**config.mk**
```make
export PLATFORM = sky130hd
export DESIGN_NAME = u_insn_sequencer
export DESIGN_NICKNAME = d
export VERILOG_FILES = /design/src/rtl/u_insn_sequencer.sv
export SDC_FILE = /design/constraint.sdc
export NUM_CORES = 1
export LEC_CHECK = 0
export ABC_AREA = 0
export BUFFER_PORTS_ARGS = -buffer_cell sky130_fd_sc_hd__buf_2
export CAP_MARGIN = 20
export CORE_ASPECT_RATIO = 1.2
export CORE_MARGIN = 4
export CORE_UTILIZATION = 45
export CTS_CLUSTER_DIAMETER = 200
export CTS_CLUSTER_SIZE = 16
export DETAILED_ROUTE_END_ITERATION = 8
export GPL_TIMING_DRIVEN = 1
export PLACE_DENSITY_LB_ADDON = 0.25
export SLEW_MARGIN = 20
export SYNTH_ARGS = -nofsm -noshare
export SYNTH_HDL_FRONTEND = slang
export SYNTH_SLANG_ARGS = --single-unit
```
**constraint.sdc**
```tcl
create_clock -name i_clk -period 6.8 [get_ports i_clk]
set_clock_uncertainty 0.1 [all_clocks]
set_input_delay 0.34 -clock i_clk [delete_from_list [all_inputs] [get_ports i_clk]]
set_output_delay 0.34 -clock i_clk [all_outputs]
set_load 0.02 [all_outputs]
```
**src/rtl/u_insn_sequencer.sv**
```systemverilog
// rtl/u_insn_sequencer.sv - multi-cycle control sequencer for RISC-V U-type instructions (LUI, AUIPC)
//
// Purpose:
//    Accepts one instruction per i_start handshake in IDLE, then walks
//    DECODE -> EXEC -> WB (or DECODE -> ERR for a non-U-type opcode).
//    It computes the destination value internally and issues a single
//    register-file write strobe in WB.
//
// Optional feature macro: U_SEQ_STALL_EN
//    When defined, the block gains an i_stall input. Stall freezes
//    DECODE/EXEC/WB and suppresses rd_we/done while WB is held.
//
// Parameters:
//    XLEN  datapath width (32 or 64)
//    RD_W  destination register index width
//
// Ports:
//    i_clk          processor clock, rising edge
//    i_rst          synchronous active-high reset
//    i_start        instruction valid, sampled only in IDLE
//    i_insn         instruction word, latched on accepted start
//    i_pc           address of i_insn, latched on accepted start
//    i_stall        (U_SEQ_STALL_EN only) hold DECODE/EXEC/WB
//    o_busy         state is not IDLE
//    o_done         one-cycle pulse in WB
//    o_illegal      one-cycle pulse in ERR
//    o_rd_we        register-file write strobe, suppressed for x0
//    o_rd_addr      destination register index, insn[11:7]
//    o_rd_data      value to write, registered in EXEC
//    o_addr_sel, o_pc_next_sel, o_pc_alu_sel, o_sub_sra, o_mem_we
//                   datapath controls, constant 0 for U-type
module u_insn_sequencer #(
   parameter int XLEN = 32,
   parameter int RD_W = 5
) (
   input  logic            i_clk,
   input  logic            i_rst,
   input  logic            i_start,
   input  logic [31:0]     i_insn,
   input  logic [XLEN-1:0] i_pc,
`ifdef U_SEQ_STALL_EN
   input  logic            i_stall,
`endif
   output logic            o_busy,
   output logic            o_done,
   output logic            o_illegal,
   output logic            o_rd_we,
   output logic [RD_W-1:0] o_rd_addr,
   output logic [XLEN-1:0] o_rd_data,
   output logic            o_addr_sel,
   output logic            o_pc_next_sel,
   output logic            o_pc_alu_sel,
   output logic            o_sub_sra,
   output logic            o_mem_we
);

   localparam logic [6:0] OP_LUI   = 7'b0110111;
   localparam logic [6:0] OP_AUIPC = 7'b0010111;

   typedef enum logic [2:0] {
      S_IDLE   = 3'd0,
      S_DECODE = 3'd1,
      S_EXEC   = 3'd2,
      S_WB     = 3'd3,
      S_ERR    = 3'd4
   } state_t;

   state_t            r_state;
   state_t            w_state_next;
   logic [31:0]       r_insn;
   logic [XLEN-1:0]   r_pc;
   logic [XLEN-1:0]   r_rd_data;
   logic              w_stall;
   logic              w_is_u_type;
   logic signed [31:0] w_imm32;
   logic [XLEN-1:0]   w_imm;
   logic [XLEN-1:0]   w_result;

`ifdef U_SEQ_STALL_EN
   assign w_stall = i_stall;
`else
   assign w_stall = 1'b0;
`endif

   assign w_is_u_type = (r_insn[6:0] == OP_LUI) || (r_insn[6:0] == OP_AUIPC);

   // Signed size cast sign-extends the 32-bit upper immediate to XLEN.
   assign w_imm32  = $signed({r_insn[31:12], 12'b0});
   assign w_imm    = XLEN'(w_imm32);
   // Carry out of the AUIPC add is discarded by the XLEN-wide sum.
   assign w_result = (r_insn[6:0] == OP_LUI) ? w_imm : (r_pc + w_imm);

   always_ff @(posedge i_clk) begin
      if (i_rst) begin
         r_state   <= S_IDLE;
         r_insn    <= '0;
         r_pc      <= '0;
         r_rd_data <= '0;
      end else begin
         r_state <= w_state_next;
         if (r_state == S_IDLE && i_start) begin
            r_insn <= i_insn;
            r_pc   <= i_pc;
         end
         if (r_state == S_EXEC && !w_stall) begin
            r_rd_data <= w_result;
         end
      end
   end

   // Stall only freezes the three working states; IDLE and ERR always move on.
   always_comb begin
      w_state_next = r_state;
      case (r_state)
         S_IDLE:   if (i_start) w_state_next = S_DECODE;
         S_DECODE: if (!w_stall) w_state_next = w_is_u_type ? S_EXEC : S_ERR;
         S_EXEC:   if (!w_stall) w_state_next = S_WB;
         S_WB:     if (!w_stall) w_state_next = S_IDLE;
         S_ERR:    w_state_next = S_IDLE;
         default:  w_state_next = S_IDLE;
      endcase
   end

   assign o_busy        = (r_state != S_IDLE);
   assign o_done        = (r_state == S_WB) && !w_stall;
   assign o_illegal     = (r_state == S_ERR);
   assign o_rd_addr     = RD_W'(r_insn[11:7]);
   assign o_rd_we       = o_done && (o_rd_addr != '0);
   assign o_rd_data     = r_rd_data;
   assign o_addr_sel    = 1'b0;
   assign o_pc_next_sel = 1'b0;
   assign o_pc_alu_sel  = 1'b0;
   assign o_sub_sra     = 1'b0;
   assign o_mem_we      = 1'b0;

endmodule

```
; Yosys cells after proc, flatten, opt, wreduce, memory -nomap -nowiden
; Cells that the tools add are included.
[word_totals]
reg_bits = 99
in_bits = 67
wordCells = 22
[classes]
n_addsub = 1
eq_ne = 7
n_mux = 4
n_reduce_logical = 6
[op_table]
columns = op, n
row1 = adder 32 bit, 1
row2 = 2-to-1 mux 32 bit, 1
row3 = one-hot mux 3 bit (3 select lines), 1
row4 = "== test 7 x 5 -> 1 bit, second input constant", 1
row5 = "== test 7 x 6 -> 1 bit, second input constant", 1
row6 = "== test 3 x 2 -> 1 bit, second input constant", 2
row7 = 2-to-1 mux 3 bit, 2
row8 = nonzero test 5 bit, 1
row9 = "== test 3 x 1 -> 1 bit, second input constant", 1
row10 = "== test 3 bit, second input constant", 1
row11 = logical NOT 3 bit, 1
row12 = nonzero test 3 bit, 1
row13 = logical AND 1 bit, 2
row14 = "inequality test 2 bit, second input constant", 1
row15 = logical OR 1 bit, 1

; Longest topological paths before layout
; Gate-level depths: netlist of run 1.
[logic_depth]
word_depth = 4
mapped_depth = 10

; Worst setup path after synthesis of run 1
; Ideal clock, no wire load.
[synth_timing]
path_type = register to register
startpoint = register r_insn[12]
endpoint = register r_rd_data[24], in the netlist o_rd_data[24]
setup_ns = 0.103
t_arrival_ns = 2.239
slack_ns = 4.358
stages_incl_launch_ff = 11
n_path_buf = 0
path_cell_list = dfxtp_1 ha_1 inv_1 fa_1 and2b_1 o211ai_1 a31oi_1 nand2b_1 a21oi_1 xor2_1 a2111oi_2
[synth_via]
elab_chain_cells = 2
[synth_rtl]
columns = element, line
row1 = start: declaration, 70  ; logic [31:0] r_insn;
row2 = start signal: assignment, 102  ; r_insn <= i_insn;
row3 = adder 32 bit, 91  ; assign w_result = (r_insn[6:0] == OP_LUI) ? w_imm : (r_pc + w_imm);
row4 = 2-to-1 mux 32 bit, 91
row5 = end signal: assignment, 106  ; r_rd_data <= w_result;
row6 = end: declaration, 72  ; logic [XLEN-1:0] r_rd_data;
; No other way between the ends.
; A chain may end at the register's enable or synchronous reset.

; Worst setup path in the final report of run 1
; Same ends and word-level chain as after synthesis.

==> metrics.txt, run 1 <==
# TYPE chip_impl_metric gauge
chip_impl_info{name="outcome",value="complete, no violations"} 1
chip_impl_info{name="clock_tree.root_cell",value="sky130_fd_sc_hd__clkbuf_16"} 1
chip_impl_info{name="worstSetupPathType",value="flip-flop to flip-flop"} 1
chip_impl_metric{name="ys_warn_count",unit=""} 0
chip_impl_metric{name="worst_setup_hold_path_clk_slew",unit="ns"} 0.07
chip_impl_info{name="min-delay-start",value="i_pc[7]"} 1
chip_impl_metric{name="die_height",unit="µm"} 119
chip_impl_metric{name="drv_cap",unit=""} 0
chip_impl_metric{name="grt_remaining_overflow",unit=""} 0
chip_impl_metric{name="netlist_area",unit="µm²"} 4650
chip_impl_metric{name="finalMaxSlewViolations",unit=""} 0
chip_impl_info{name="rsz0062_at_grt",value="false"} 1
chip_impl_metric{name="fillCellCount",unit=""} 991
chip_impl_metric{name="cts_repair_resize_count",unit=""} 0
chip_impl_info{name="hold_class",value="primary input to flip-flop"} 1
chip_impl_info{name="cts_tree",value="yes"} 1
chip_impl_metric{name="fraction_of_final_layout_cells_with_drive_strength_greater_than_1",unit=""} 0.205
chip_impl_metric{name="antenna-diode-count",unit=""} 0
chip_impl_metric{name="layout.nets",unit=""} 759
chip_impl_metric{name="clockBufferDepth",unit=""} 2
chip_impl_metric{name="timing.final.hold_violations",unit=""} 0
chip_impl_metric{name="post-route-min-period",unit="ns"} 2.75
chip_impl_info{name="layout_common_cells",value="sky130_fd_sc_hd__nand2_1 (164), sky130_fd_sc_hd__buf_2 (107), sky130_fd_sc_hd__dfxtp_1 (99)"} 1
chip_impl_metric{name="worst_vdd_ir",unit="V"} 0.000138
chip_impl_metric{name="total_leakage_power",unit="nW"} 2.40
chip_impl_metric{name="critPathRequiredTime",unit="ns"} 6.94
chip_impl_metric{name="synthDominantCellAreaShare",unit=""} 0.426
chip_impl_metric{name="timing.reg2reg.setup_slack",unit="ns"} 4.05
chip_impl_metric{name="die_w",unit="µm"} 101
chip_impl_metric{name="wire_length_of_the_first_global_routing_pass",unit="µm"} 19100
chip_impl_metric{name="drtAntennaViolNets",unit=""} 0
chip_impl_metric{name="worstSkewPairLatency",unit="ns"} 0.35
chip_impl_metric{name="proportion_of_register_bits_with_asynchronous_set_or_reset_after_synthesis",unit=""} 0
chip_impl_metric{name="hold_slack",unit="ns"} 0.127
chip_impl_metric{name="post_synth_num_cell_types",unit=""} 54
chip_impl_metric{name="count_of_flip_flops_with_a_built_in_enable_after_synthesis",unit=""} 0
chip_impl_metric{name="setup-tns-final",unit="ns"} 0
chip_impl_metric{name="drt-wirelength-per-cell",unit="µm"} 14.3
chip_impl_metric{name="route.final.wire_length",unit="µm"} 11500
chip_impl_info{name="worstSetupEndpointType",value="flip-flop"} 1
chip_impl_metric{name="max-slew-margin-rel",unit=""} 0.297
chip_impl_info{name="netlist.top_cell.by_area",value="sky130_fd_sc_hd__dfxtp_1"} 1
chip_impl_metric{name="grt_antenna_before_repair",unit=""} 0
chip_impl_metric{name="timing.fmax",unit="MHz"} 364
chip_impl_metric{name="tot_gr_track_use",unit=""} 0.195
chip_impl_metric{name="worstPathMaxFanout",unit=""} 4
chip_impl_info{name="most_common_library_cell_in_the_layout_ignoring_fill_and_taps",value="sky130_fd_sc_hd__nand2_1"} 1
chip_impl_metric{name="cts.sinks",unit=""} 99
chip_impl_metric{name="first_global_vias",unit=""} 4229
chip_impl_metric{name="grt_start_max_net_pins",unit=""} 102
chip_impl_metric{name="remaining_drc_errors",unit=""} 0
chip_impl_metric{name="hpwlAfterDp",unit="µm"} 7970
chip_impl_metric{name="reg2regPathDepth",unit=""} 10
chip_impl_info{name="r2r-end",value="o_rd_data[24]$_SDFFE_PP0N_"} 1
chip_impl_metric{name="utilization",unit=""} 0.545
chip_impl_metric{name="setup_violations",unit=""} 0
chip_impl_metric{name="cts_inserted_buffers",unit=""} 9
chip_impl_metric{name="power-per-cell-area",unit="nW/µm²"} 234
chip_impl_metric{name="period_utilization_post_route",unit=""} 0.404
chip_impl_metric{name="initialDrtViolationCount",unit=""} 166
chip_impl_metric{name="power",unit="W"} 0.00128
chip_impl_info{name="synth_ff_type",value="sky130_fd_sc_hd__dfxtp_1"} 1
chip_impl_metric{name="fp.coreArea",unit="µm²"} 10100
chip_impl_metric{name="start_util",unit=""} 0.462
chip_impl_info{name="worstSetupStartpointType",value="flip-flop"} 1
chip_impl_metric{name="synthCells",unit=""} 592
chip_impl_metric{name="placement.io_buffers",unit=""} 107
chip_impl_metric{name="layout-area-overhead-vs-synth",unit="%"} 18.0
chip_impl_metric{name="slowest_delay",unit="ns"} 0.38
chip_impl_metric{name="cts_hold_repair.buffers",unit=""} 0
chip_impl_metric{name="pin_count",unit=""} 113
chip_impl_metric{name="via_count",unit=""} 4267
chip_impl_metric{name="ctsHtreeMaxLevel",unit=""} 3
chip_impl_metric{name="std_cell_rows",unit=""} 40
chip_impl_info{name="ranking_of_synthesized_cells_by_area",value="sky130_fd_sc_hd__dfxtp_1 (43%), sky130_fd_sc_hd__nand2_1 (13%), sky130_fd_sc_hd__a21oi_1 (9.4%), sky130_fd_sc_hd__ha_1 (5.1%), sky130_fd_sc_hd__clkbuf_1 (2.6%)"} 1
chip_impl_info{name="r2r-start",value="r_insn[12]$_SDFFE_PP0P_"} 1
chip_impl_metric{name="worst-slew-pin-transition",unit="ns"} 1.05
chip_impl_metric{name="fp.dieArea",unit="µm²"} 12000
chip_impl_metric{name="syn-mean-instance-area",unit="µm²"} 7.85
chip_impl_info{name="worstHoldEndpoint",value="r_pc[7]$_SDFFE_PP0P_"} 1
chip_impl_metric{name="postCtsSetupRepairBufs",unit=""} 0
chip_impl_info{name="timing.critical_path.slowest_stage_cell",value="sky130_fd_sc_hd__fa_1"} 1
chip_impl_metric{name="post_drt_via_cell_ratio",unit=""} 5.31
chip_impl_info{name="cp_cell_sequence",value="ha_1 > inv_1 > fa_1 > and2b_1 > o211ai_1 > a31oi_1 > nand2b_1 > a21oi_1 > xor2_1 > a2111oi_2"} 1
chip_impl_metric{name="hold_depth",unit=""} 3
chip_impl_metric{name="synth-seq-cells",unit=""} 99
chip_impl_metric{name="routability_congestion_estimate",unit=""} 0.856
chip_impl_metric{name="worstPathArrival",unit="ns"} 2.88
chip_impl_metric{name="synth_seq_area_share",unit=""} 0.426
chip_impl_metric{name="detailedRoute.firstPassIterationCount",unit=""} 4
worst max-delay path by stage:
stage	startpoint	endpoint	slack, ns	cells past startpoint
detailed placement	r_insn[12]$_SDFFE_PP0P_	o_rd_data[24]$_SDFFE_PP0N_	4.08	10
floorplan	r_insn[12]$_SDFFE_PP0P_	o_rd_data[24]$_SDFFE_PP0N_	4.36	10
finish	r_insn[12]$_SDFFE_PP0P_	o_rd_data[24]$_SDFFE_PP0N_	4.05	10
CTS	r_insn[12]$_SDFFE_PP0P_	o_rd_data[24]$_SDFFE_PP0N_	4.06	10
global placement	r_insn[12]$_SDFFE_PP0P_	o_rd_data[24]$_SDFFE_PP0N_	4.18	10
global route	r_insn[12]$_SDFFE_PP0P_	o_rd_data[24]$_SDFFE_PP0N_	3.80	10
metrics by stage:
step                      instances  setup WS [ns]  area [µm²]
after floorplan                 596           4.36        4660
after global placement          787           4.18        5180
after detailed placement        787           4.08        5180
after CTS                       803           4.06        5480
after global routing            803           3.80        5490
final                           803           4.05        5490
critical path: cells and delay by family (launching register included):
kind                       cells  cell delay (ns)
AOI/OAI and AO/OA              4             0.93
adders and majority gates      2             0.59
and+or+nand+nor                2             0.43
DFF                            1             0.35
xor gates and xnor gates       1             0.17
buffers and inverters          1             0.07
final cells by class:
type,count,area (µm²),area share
Multi-Input combinational cell,442,2450,0.446
Sequential cell,99,1980,0.361
Timing Repair Buffer,110,558,0.102
Clock buffer,9,225,0.0411
Tap cell,126,158,0.0287
Clock inverter,7,77.6,0.0141
Inverter,10,37.5,0.00684
flip-flops by register name (all words and copies together), names as in the netlist:
register and count:
o_rd_data 32, r_insn 32, r_pc 32, r_state 3
report_power, final:
part | internal [W] | total [W] | switching [W]
Sequential | 0.000604 | 0.000620 | 0.0000165
Combinational | 0.0000570 | 0.000147 | 0.0000905
Clock | 0.000288 | 0.000515 | 0.000227
metal layers:
metal  wire [µm]  global-route usage  vias up
li1            -                   -     2181
met1        4890               0.233     1965
met2        5680               0.329      106
met3         683              0.0457       15
met4         245              0.0809        0
met5           0                   0        -
synthesized netlist by cell type, types with 2 or more instances:
master and count:
sky130_fd_sc_hd__o21a_1 4, sky130_fd_sc_hd__nand3_1 13, sky130_fd_sc_hd__dfxtp_1 99, sky130_fd_sc_hd__a21oi_1 87, sky130_fd_sc_hd__nor3b_1 3, sky130_fd_sc_hd__nor2_1 32
sky130_fd_sc_hd__and3_1 6, sky130_fd_sc_hd__a21o_1 5, sky130_fd_sc_hd__o21ai_0 12, sky130_fd_sc_hd__a211oi_1 2, sky130_fd_sc_hd__nand2b_1 2, sky130_fd_sc_hd__or3_1 2
sky130_fd_sc_hd__xor2_1 7, sky130_fd_sc_hd__a311oi_1 6, sky130_fd_sc_hd__nand2_1 165, sky130_fd_sc_hd__or4_1 2, sky130_fd_sc_hd__and2_1 2, sky130_fd_sc_hd__inv_1 10
sky130_fd_sc_hd__xnor2_1 7, sky130_fd_sc_hd__a31oi_1 9, sky130_fd_sc_hd__a22oi_1 13, sky130_fd_sc_hd__buf_4 11, sky130_fd_sc_hd__nand4_1 3, sky130_fd_sc_hd__clkbuf_1 32
sky130_fd_sc_hd__o211ai_1 4, sky130_fd_sc_hd__nor3_1 6, sky130_fd_sc_hd__buf_2 2, sky130_fd_sc_hd__ha_1 19, sky130_fd_sc_hd__o22ai_1 2
logic make-up after synthesis:
kind of cell,after synthesis,synth area share
DFF,99,0.426
buffers and inverters,55,0.0538
other,1,0.000807
adders and majority gates,20,0.0554
xor gates and xnor gates,14,0.0264
AOI/OAI and AO/OA,158,0.212
and+or+nand+nor,245,0.225
Note: power is estimated with default switching activity, not from simulation.
==> run 2: changes to the inputs <==
--- a/config.mk
+++ b/config.mk
@@ -5,7 +5,7 @@
 export SDC_FILE = /design/constraint.sdc
 export NUM_CORES = 1
 export LEC_CHECK = 0
-export ABC_AREA = 0
+export ABC_AREA = 1
 export BUFFER_PORTS_ARGS = -buffer_cell sky130_fd_sc_hd__buf_2
 export CAP_MARGIN = 20
 export CORE_ASPECT_RATIO = 1.2
==> constraint.sdc (replaced) <==
create_clock -name i_clk -period 2.5 [get_ports i_clk]
set_clock_uncertainty 0.1 [all_clocks]
set_input_delay 0.125 -clock i_clk [delete_from_list [all_inputs] [get_ports i_clk]]
set_output_delay 0.125 -clock i_clk [all_outputs]
set_load 0.02 [all_outputs]
==> run 2 against run 1 <==
  * The run now ends with hold timing left
  * Cell area grew 18%
  * Utilization is 3.9 points higher
  * Die area grew 8.7%
  * Synthesized cell count grew 22%
  * Count of clock-buffer cells in the layout rose by 1
  * Critical endpoint unchanged
  * Largest cell class unchanged
==> metrics.txt, run 2 <==
# TYPE chip_impl_metric gauge
chip_impl_metric{name="die_height",unit="µm"} 124
chip_impl_metric{name="proportion_of_register_bits_with_asynchronous_set_or_reset_after_synthesis",unit=""} 0
chip_impl_metric{name="tot_gr_track_use",unit=""} 0.208
chip_impl_metric{name="count_of_flip_flops_with_a_built_in_enable_after_synthesis",unit=""} 0
chip_impl_metric{name="hpwlAfterDp",unit="µm"} 9350
chip_impl_info{name="library_cell_with_the_highest_instance_count_after_synthesis",value="sky130_fd_sc_hd__nand2_1"} 1
chip_impl_metric{name="netlist_area",unit="µm²"} 5090
chip_impl_metric{name="via_count",unit=""} 4984
chip_impl_metric{name="remaining_drc_errors",unit=""} 0
chip_impl_info{name="r2r-end",value="o_rd_data[24]$_SDFFE_PP0N_"} 1
chip_impl_metric{name="drtAntennaViolNets",unit=""} 0
chip_impl_metric{name="syn-mean-instance-area",unit="µm²"} 7.03
chip_impl_metric{name="routability_congestion_estimate",unit=""} 0.904
chip_impl_info{name="cts_tree",value="yes"} 1
chip_impl_metric{name="drv_cap",unit=""} 0
chip_impl_info{name="rsz0062_at_grt",value="false"} 1
chip_impl_metric{name="route.final.wire_length",unit="µm"} 13400
chip_impl_metric{name="ctsHtreeMaxLevel",unit=""} 3
chip_impl_info{name="ranking_of_synthesized_cells_by_area",value="sky130_fd_sc_hd__dfxtp_1 (39%), sky130_fd_sc_hd__a21oi_1 (10%), sky130_fd_sc_hd__nand2_1 (10%), sky130_fd_sc_hd__inv_1 (9.1%), sky130_fd_sc_hd__o21ai_0 (7.7%)"} 1
chip_impl_info{name="outcome",value="complete, but fails checks"} 1
chip_impl_info{name="hold_class",value="primary input to flip-flop"} 1
chip_impl_metric{name="detailedRoute.firstPassIterationCount",unit=""} 4
chip_impl_metric{name="synthCells",unit=""} 724
chip_impl_metric{name="hold_slack",unit="ns"} -0.0131
chip_impl_metric{name="total_leakage_power",unit="nW"} 3.16
chip_impl_info{name="most_common_library_cell_in_the_layout_ignoring_fill_and_taps",value="sky130_fd_sc_hd__nand2_1"} 1
chip_impl_info{name="timing.critical_path.slowest_stage_cell",value="sky130_fd_sc_hd__fa_1"} 1
chip_impl_info{name="layout_common_cells",value="sky130_fd_sc_hd__nand2_1 (136), sky130_fd_sc_hd__inv_1 (123), sky130_fd_sc_hd__buf_2 (107)"} 1
chip_impl_info{name="r2r-start",value="r_pc[12]$_SDFFE_PP0P_"} 1
chip_impl_info{name="worstSetupEndpointType",value="flip-flop"} 1
chip_impl_metric{name="clockBufferDepth",unit=""} 2
chip_impl_metric{name="reg2regPathDepth",unit=""} 13
chip_impl_info{name="clock_tree.root_cell",value="sky130_fd_sc_hd__clkbuf_16"} 1
chip_impl_info{name="cp_cell_sequence",value="ha_1 > inv_1 > fa_1 > inv_1 > nand3_1 > nand3_1 > nand2_1 > nand2_1 > nand2_1 > nand3_1 > nand3_1 > nand2_1 > a21oi_1"} 1
chip_impl_info{name="leading_cell_types_by_count_after_synthesis",value="sky130_fd_sc_hd__nand2_1 (136), sky130_fd_sc_hd__inv_1 (124), sky130_fd_sc_hd__a21oi_1 (106)"} 1
chip_impl_metric{name="pin_count",unit=""} 113
chip_impl_metric{name="post-route-min-period",unit="ns"} 2.12
chip_impl_metric{name="cts_inserted_buffers",unit=""} 9
chip_impl_metric{name="grt_antenna_before_repair",unit=""} 0
chip_impl_metric{name="initialDrtViolationCount",unit=""} 169
chip_impl_metric{name="max-slew-margin-rel",unit=""} 0.395
chip_impl_metric{name="finalMaxSlewViolations",unit=""} 0
chip_impl_info{name="failing_checks",value="hold timing"} 1
chip_impl_info{name="netlist.top_cell.by_area",value="sky130_fd_sc_hd__dfxtp_1"} 1
chip_impl_metric{name="worst_setup_hold_path_clk_slew",unit="ns"} 0.07
chip_impl_metric{name="worst-slew-pin-transition",unit="ns"} 0.906
chip_impl_metric{name="first_global_vias",unit=""} 5038
chip_impl_metric{name="drt-wirelength-per-cell",unit="µm"} 13.5
chip_impl_metric{name="placement.io_buffers",unit=""} 107
chip_impl_metric{name="synth-seq-cells",unit=""} 99
chip_impl_metric{name="setup_violations",unit=""} 0
chip_impl_metric{name="postCtsSetupRepairBufs",unit=""} 0
chip_impl_metric{name="worstPathMaxFanout",unit=""} 3
chip_impl_info{name="worstSetupPathType",value="flip-flop to flip-flop"} 1
chip_impl_metric{name="hold_depth",unit=""} 3
chip_impl_metric{name="std_cell_rows",unit=""} 42
chip_impl_metric{name="slowest_delay",unit="ns"} 0.41
chip_impl_metric{name="synthDominantCellAreaShare",unit=""} 0.390
chip_impl_metric{name="critPathRequiredTime",unit="ns"} 2.62
chip_impl_metric{name="start_util",unit=""} 0.461
chip_impl_metric{name="layout-area-overhead-vs-synth",unit="%"} 26.8
chip_impl_metric{name="period_utilization_post_route",unit=""} 0.848
chip_impl_metric{name="worstPathArrival",unit="ns"} 2.24
chip_impl_metric{name="timing.final.hold_violations",unit=""} 2
chip_impl_metric{name="worstSkewPairLatency",unit="ns"} 0.34
chip_impl_info{name="crit_path_end",value="o_rd_data[24]$_SDFFE_PP0N_"} 1
chip_impl_info{name="worstSetupStartpointType",value="flip-flop"} 1
chip_impl_metric{name="layout.nets",unit=""} 944
chip_impl_metric{name="wire_length_of_the_first_global_routing_pass",unit="µm"} 22600
chip_impl_metric{name="synth_seq_area_share",unit=""} 0.390
chip_impl_metric{name="grt_start_max_net_pins",unit=""} 81
chip_impl_metric{name="timing.reg2reg.setup_slack",unit="ns"} 0.38
chip_impl_metric{name="grt_remaining_overflow",unit=""} 0
chip_impl_metric{name="die_w",unit="µm"} 105
chip_impl_metric{name="post_synth_num_cell_types",unit=""} 34
chip_impl_metric{name="fp.coreArea",unit="µm²"} 11000
chip_impl_metric{name="setup-tns-final",unit="ns"} 0
chip_impl_metric{name="fillCellCount",unit=""} 1048
chip_impl_info{name="synth_ff_type",value="sky130_fd_sc_hd__dfxtp_1"} 1
chip_impl_info{name="timing.critical_path.from",value="r_pc[12]$_SDFFE_PP0P_"} 1
chip_impl_metric{name="timing.fmax",unit="MHz"} 472
chip_impl_metric{name="fraction_of_final_layout_cells_with_drive_strength_greater_than_1",unit=""} 0.175
chip_impl_metric{name="cts.sinks",unit=""} 99
chip_impl_metric{name="power-per-cell-area",unit="nW/µm²"} 604
chip_impl_metric{name="power",unit="W"} 0.00390
chip_impl_metric{name="worst_vdd_ir",unit="V"} 0.000340
chip_impl_metric{name="fp.dieArea",unit="µm²"} 13100
chip_impl_metric{name="antenna-diode-count",unit=""} 0
chip_impl_metric{name="ys_warn_count",unit=""} 0
chip_impl_metric{name="post_drt_via_cell_ratio",unit=""} 5.02
-- run 2: worst max-delay path: cells and delay by family (launching register included) --
kind | cells | cell delay (ns)
AND/OR/NAND/NOR | 8 | 0.74
adder cells (fa/ha/maj) | 2 | 0.57
flip-flops | 1 | 0.34
buffers and inverters | 2 | 0.18
AO/OA/AOI/OAI | 1 | 0.06
-- run 2: power by group --
part	total (W)	internal (W)	leakage, nW	switching (W)
logic	0.000651	0.000275	2.20	0.000377
clock network	0.00151	0.000904	0.155	0.000602
registers	0.00174	0.00167	0.813	0.0000662
-- run 2: layout make-up --
class | count | area [µm²] | area share
timing repair buffer | 164 | 1100 | 0.171
tap | 132 | 165 | 0.0256
inverter | 125 | 469 | 0.0727
sequential | 99 | 1980 | 0.307
multi-input combinational | 458 | 2410 | 0.373
clock buffer | 10 | 239 | 0.0370
clock inverter | 5 | 85.1 | 0.0132
-- run 2: metrics by stage --
stage	hold WS, ns	instances	util	setup slack (ns)	instance area, µm²
after floorplan	0.177	728	-	0.679	5100
after global placement	0.303	927	0.509	0.490	5620
after detailed placement	0.312	927	0.509	0.401	5620
after CTS	0.000261	992	0.584	0.385	6440
after global routing	0.00241	993	0.585	0.241	6450
final	-0.0131	993	0.585	0.381	6450
-- run 2: metal layers --
metal  track usage  part of all wire
met1         0.229              0.41
met2         0.380              0.51
met4        0.0788             0.026
met3        0.0539             0.047
met5             0                 0
-- run 2: what timing repair did --
item                                   4_1_cts  5_1_grt
resized for setup                            0        0
endpoints found under the hold margin       50        1
hold buffers                                50        1
setup endpoints to repair                    0        0
-- run 2: logic make-up after synthesis --
logic type,after synthesis,synth area share
AOI/OAI and AO/OA,219,0.232
xor gates and xnor gates,7,0.0121
adders and majority gates,20,0.0507
buffers and inverters,171,0.143
DFF,99,0.390
other,1,0.000737
and+or+nand+nor,207,0.172
-- run 2: worst min path at each step --
stage | from | to | slack [ns]
after global routing | i_insn[1] | r_insn[1]$_SDFFE_PP0P_ | 0.002
after detailed placement | i_pc[6] | r_pc[6]$_SDFFE_PP0P_ | 0.31
after global placement | i_pc[17] | r_pc[17]$_SDFFE_PP0P_ | 0.30
after floorplan | i_start | r_state[0]$_SDFFE_PP0P_ | 0.18
final | i_insn[11] | r_insn[11]$_SDFFE_PP0P_ | -0.01
after CTS | i_insn[1] | r_insn[1]$_SDFFE_PP0P_ | 0.0003
==> run 3: changes to the inputs <==
==> constraint.sdc (replaced) <==
create_clock -name i_clk -period 1.8 [get_ports i_clk]
set_clock_uncertainty 0.1 [all_clocks]
set_input_delay 0.09 -clock i_clk [delete_from_list [all_inputs] [get_ports i_clk]]
set_output_delay 0.09 -clock i_clk [all_outputs]
set_load 0.02 [all_outputs]
==> run 3 against run 2 <==
  * Largest power group unchanged
  * Critical endpoint is now o_rd_data[30]$_SDFFE_PP0N_
  * Routed wire length increased by 10%
  * Largest cell class unchanged
  * Hold slack improved by 0.016 ns
  * Critical path depth decreased by 1
  * Sequential power increased by 41%
  * The run ends with setup timing left
  * Setup slack got worse by 0.44 ns
==> metrics.txt, run 3 (synthesized netlist as in run 2, its figures left out) <==
# TYPE chip_impl_metric gauge
chip_impl_metric{name="grt_start_max_net_pins",unit=""} 69
chip_impl_metric{name="cts.sinks",unit=""} 99
chip_impl_metric{name="timing.fmax",unit="MHz"} 537
chip_impl_metric{name="grt_remaining_overflow",unit=""} 0
chip_impl_metric{name="power_frac_clock",unit=""} 0.341
chip_impl_metric{name="worst_vdd_ir",unit="V"} 0.000572
chip_impl_metric{name="pin_count",unit=""} 113
chip_impl_metric{name="drv_cap",unit=""} 0
chip_impl_metric{name="remaining_drc_errors",unit=""} 0
chip_impl_metric{name="worstSkewPairLatency",unit="ns"} 0.34
chip_impl_metric{name="ctsHtreeMaxLevel",unit=""} 3
chip_impl_metric{name="finalMaxSlewViolations",unit=""} 0
chip_impl_metric{name="via_count",unit=""} 5250
chip_impl_metric{name="period_utilization_post_route",unit=""} 1.03
chip_impl_metric{name="finalNonFillerCells",unit=""} 1054
chip_impl_metric{name="worst_setup_hold_path_clk_slew",unit="ns"} 0.06
chip_impl_metric{name="worstPathArrival",unit="ns"} 2.03
chip_impl_info{name="outcome",value="complete, but fails checks"} 1
chip_impl_metric{name="utilization",unit=""} 0.663
chip_impl_info{name="hold_class",value="primary input to flip-flop"} 1
chip_impl_metric{name="start_util",unit=""} 0.461
chip_impl_metric{name="total_leakage_power",unit="nW"} 3.47
chip_impl_metric{name="fraction_of_final_layout_cells_with_drive_strength_greater_than_1",unit=""} 0.303
chip_impl_metric{name="fp.coreArea",unit="µm²"} 11000
chip_impl_info{name="rsz0062_at_grt",value="true"} 1
chip_impl_info{name="worstSetupPathType",value="flip-flop to flip-flop"} 1
chip_impl_metric{name="detailedRoute.firstPassIterationCount",unit=""} 4
chip_impl_metric{name="std_cell_rows",unit=""} 42
chip_impl_metric{name="dp.cells",unit=""} 967
chip_impl_info{name="failing_checks",value="setup timing"} 1
chip_impl_info{name="cp_cell_sequence",value="ha_4 > inv_2 > fa_2 > inv_2 > nand3_1 > nand3_2 > nand2_2 > nand2_2 > nand2_1 > nand3_1 > nand2_1 > a21oi_2"} 1
chip_impl_info{name="clock_tree.root_cell",value="sky130_fd_sc_hd__clkbuf_16"} 1
chip_impl_info{name="cts_tree",value="yes"} 1
chip_impl_metric{name="power_spent_charging_and_discharging_nets",unit="W"} 0.00152
chip_impl_metric{name="layout-area-overhead-vs-synth",unit="%"} 43.8
chip_impl_metric{name="route.final.wire_length",unit="µm"} 14800
chip_impl_metric{name="first_global_vias",unit=""} 5461
chip_impl_metric{name="routability_congestion_estimate",unit=""} 0.831
chip_impl_metric{name="power-per-cell-area",unit="nW/µm²"} 759
chip_impl_metric{name="drt-wirelength-per-cell",unit="µm"} 14.0
chip_impl_metric{name="die_w",unit="µm"} 105
chip_impl_metric{name="critPathRequiredTime",unit="ns"} 1.97
chip_impl_metric{name="placement.io_buffers",unit=""} 107
chip_impl_metric{name="fp.dieArea",unit="µm²"} 13100
chip_impl_info{name="timing.critical_path.slowest_stage_cell",value="sky130_fd_sc_hd__dfxtp_2"} 1
chip_impl_metric{name="tot_gr_track_use",unit=""} 0.228
chip_impl_metric{name="post-route-min-period",unit="ns"} 1.86
chip_impl_metric{name="power",unit="W"} 0.00556
chip_impl_metric{name="setup_violations",unit=""} 4
chip_impl_metric{name="die_height",unit="µm"} 124
chip_impl_metric{name="worstPathMaxFanout",unit=""} 3
chip_impl_metric{name="wire_length_of_the_first_global_routing_pass",unit="µm"} 24900
chip_impl_metric{name="cts_inserted_buffers",unit=""} 9
chip_impl_metric{name="p_sw_frac",unit=""} 0.273
chip_impl_metric{name="fin_area",unit="µm²"} 7320
chip_impl_info{name="layout_common_cells",value="sky130_fd_sc_hd__inv_1 (118), sky130_fd_sc_hd__nand2_1 (117), sky130_fd_sc_hd__buf_2 (107)"} 1
chip_impl_metric{name="timing.final.hold_violations",unit=""} 0
chip_impl_metric{name="layout.nets",unit=""} 1006
chip_impl_metric{name="pwr-share-comb",unit=""} 0.218
chip_impl_info{name="worstSetupStartpointType",value="flip-flop"} 1
chip_impl_metric{name="placedInstanceArea",unit="µm²"} 5930
chip_impl_metric{name="clockBufferDepth",unit=""} 2
chip_impl_info{name="worstSetupEndpointType",value="flip-flop"} 1
chip_impl_metric{name="power.sequential.fraction",unit=""} 0.441
chip_impl_metric{name="power_report.internal_total",unit="W"} 0.00404
chip_impl_info{name="most_common_library_cell_in_the_layout_ignoring_fill_and_taps",value="sky130_fd_sc_hd__inv_1"} 1
chip_impl_metric{name="hpwlAfterDp",unit="µm"} 9640
chip_impl_metric{name="grt_antenna_before_repair",unit=""} 0
chip_impl_metric{name="initialDrtViolationCount",unit=""} 224
chip_impl_metric{name="antenna-diode-count",unit=""} 0
chip_impl_metric{name="drtAntennaViolNets",unit=""} 0
chip_impl_metric{name="slowest_delay",unit="ns"} 0.36
chip_impl_metric{name="postLayoutSetupSlackWorst",unit="ns"} -0.0608
chip_impl_metric{name="post_drt_via_cell_ratio",unit=""} 4.98
==> run 3: layout make-up <==
type | count | area (µm²)
Clock inverter | 2 | 37.5
Clock buffer | 12 | 246
Multi-Input combinational cell | 458 | 2770
Inverter | 125 | 475
Fill cell | 948 | 3720
Sequential cell | 99 | 2000
Timing Repair Buffer | 226 | 1620
Tap cell | 132 | 165
==> run 3: critical path, delay by kind of cell, from the launching register on <==
| kind | cells | cell delay, ns |
|---|---|---|
| AO/OA/AOI/OAI | 1 | 0.12 |
| adder cells (fa/ha/maj) | 2 | 0.48 |
| buffers and inverters | 2 | 0.12 |
| flip-flops | 1 | 0.36 |
| AND/OR/NAND/NOR | 7 | 0.62 |
==> run 3: power by group through the flow <==
stage | registers, W | logic [W] | clock network (W)
floorplan | 0.00244 | 0.000625 | 0
finish | 0.00245 | 0.00121 | 0.00189
CTS | 0.00243 | 0.00114 | 0.00191
detailed placement | 0.00246 | 0.000949 | 0
global placement | 0.00245 | 0.000931 | 0
global route | 0.00246 | 0.00136 | 0.00202
==> run 3: worst paths after layout <==
| check | from | endpoint | slack [ns] | cells past startpoint |
|---|---|---|---|---|
| max reg2reg | r_insn[12]$_SDFFE_PP0P_ | o_rd_data[30]$_SDFFE_PP0N_ | -0.06 | 12 |
| min reg2reg | r_pc[4]$_SDFFE_PP0P_ | r_pc[4]$_SDFFE_PP0P_ | 0.34 | 2 |
| min | i_insn[9] | r_insn[9]$_SDFFE_PP0P_ | 0.003 | 3 |
| max | r_insn[12]$_SDFFE_PP0P_ | o_rd_data[30]$_SDFFE_PP0N_ | -0.06 | 12 |
==> run 3: stage by stage <==
step	hold WS [ns]	setup WS, ns	TNS (ns)
floorplan	0.142	0.0306	0
global placement	0.266	-0.111	-0.462
detailed placement	0.274	-0.134	-0.863
CTS	0.00363	-0.0165	-0.0393
global route	0.00761	-0.143	-1.30
finish	0.00276	-0.0608	-0.0933
==> run 3: metal layers <==
layer  vias to the layer above  wire length (µm)  global-route usage
met3                        22               683              0.0435
met5                         -                 0                   0
met2                       120              7950               0.427
met1                      2407              5840               0.252
li1                       2701                 -                   -
met4                         0               277              0.0857
==> run 3: timing repair <==
action | 4_1_cts | 5_1_grt
hold buffers | 63 | 1
endpoints found under the setup margin | 18 | 18
pin swaps | 5 | 9
resized for setup | 40 | 48
buffers inserted | 5 | 4
hold endpoints to repair | 63 | 1
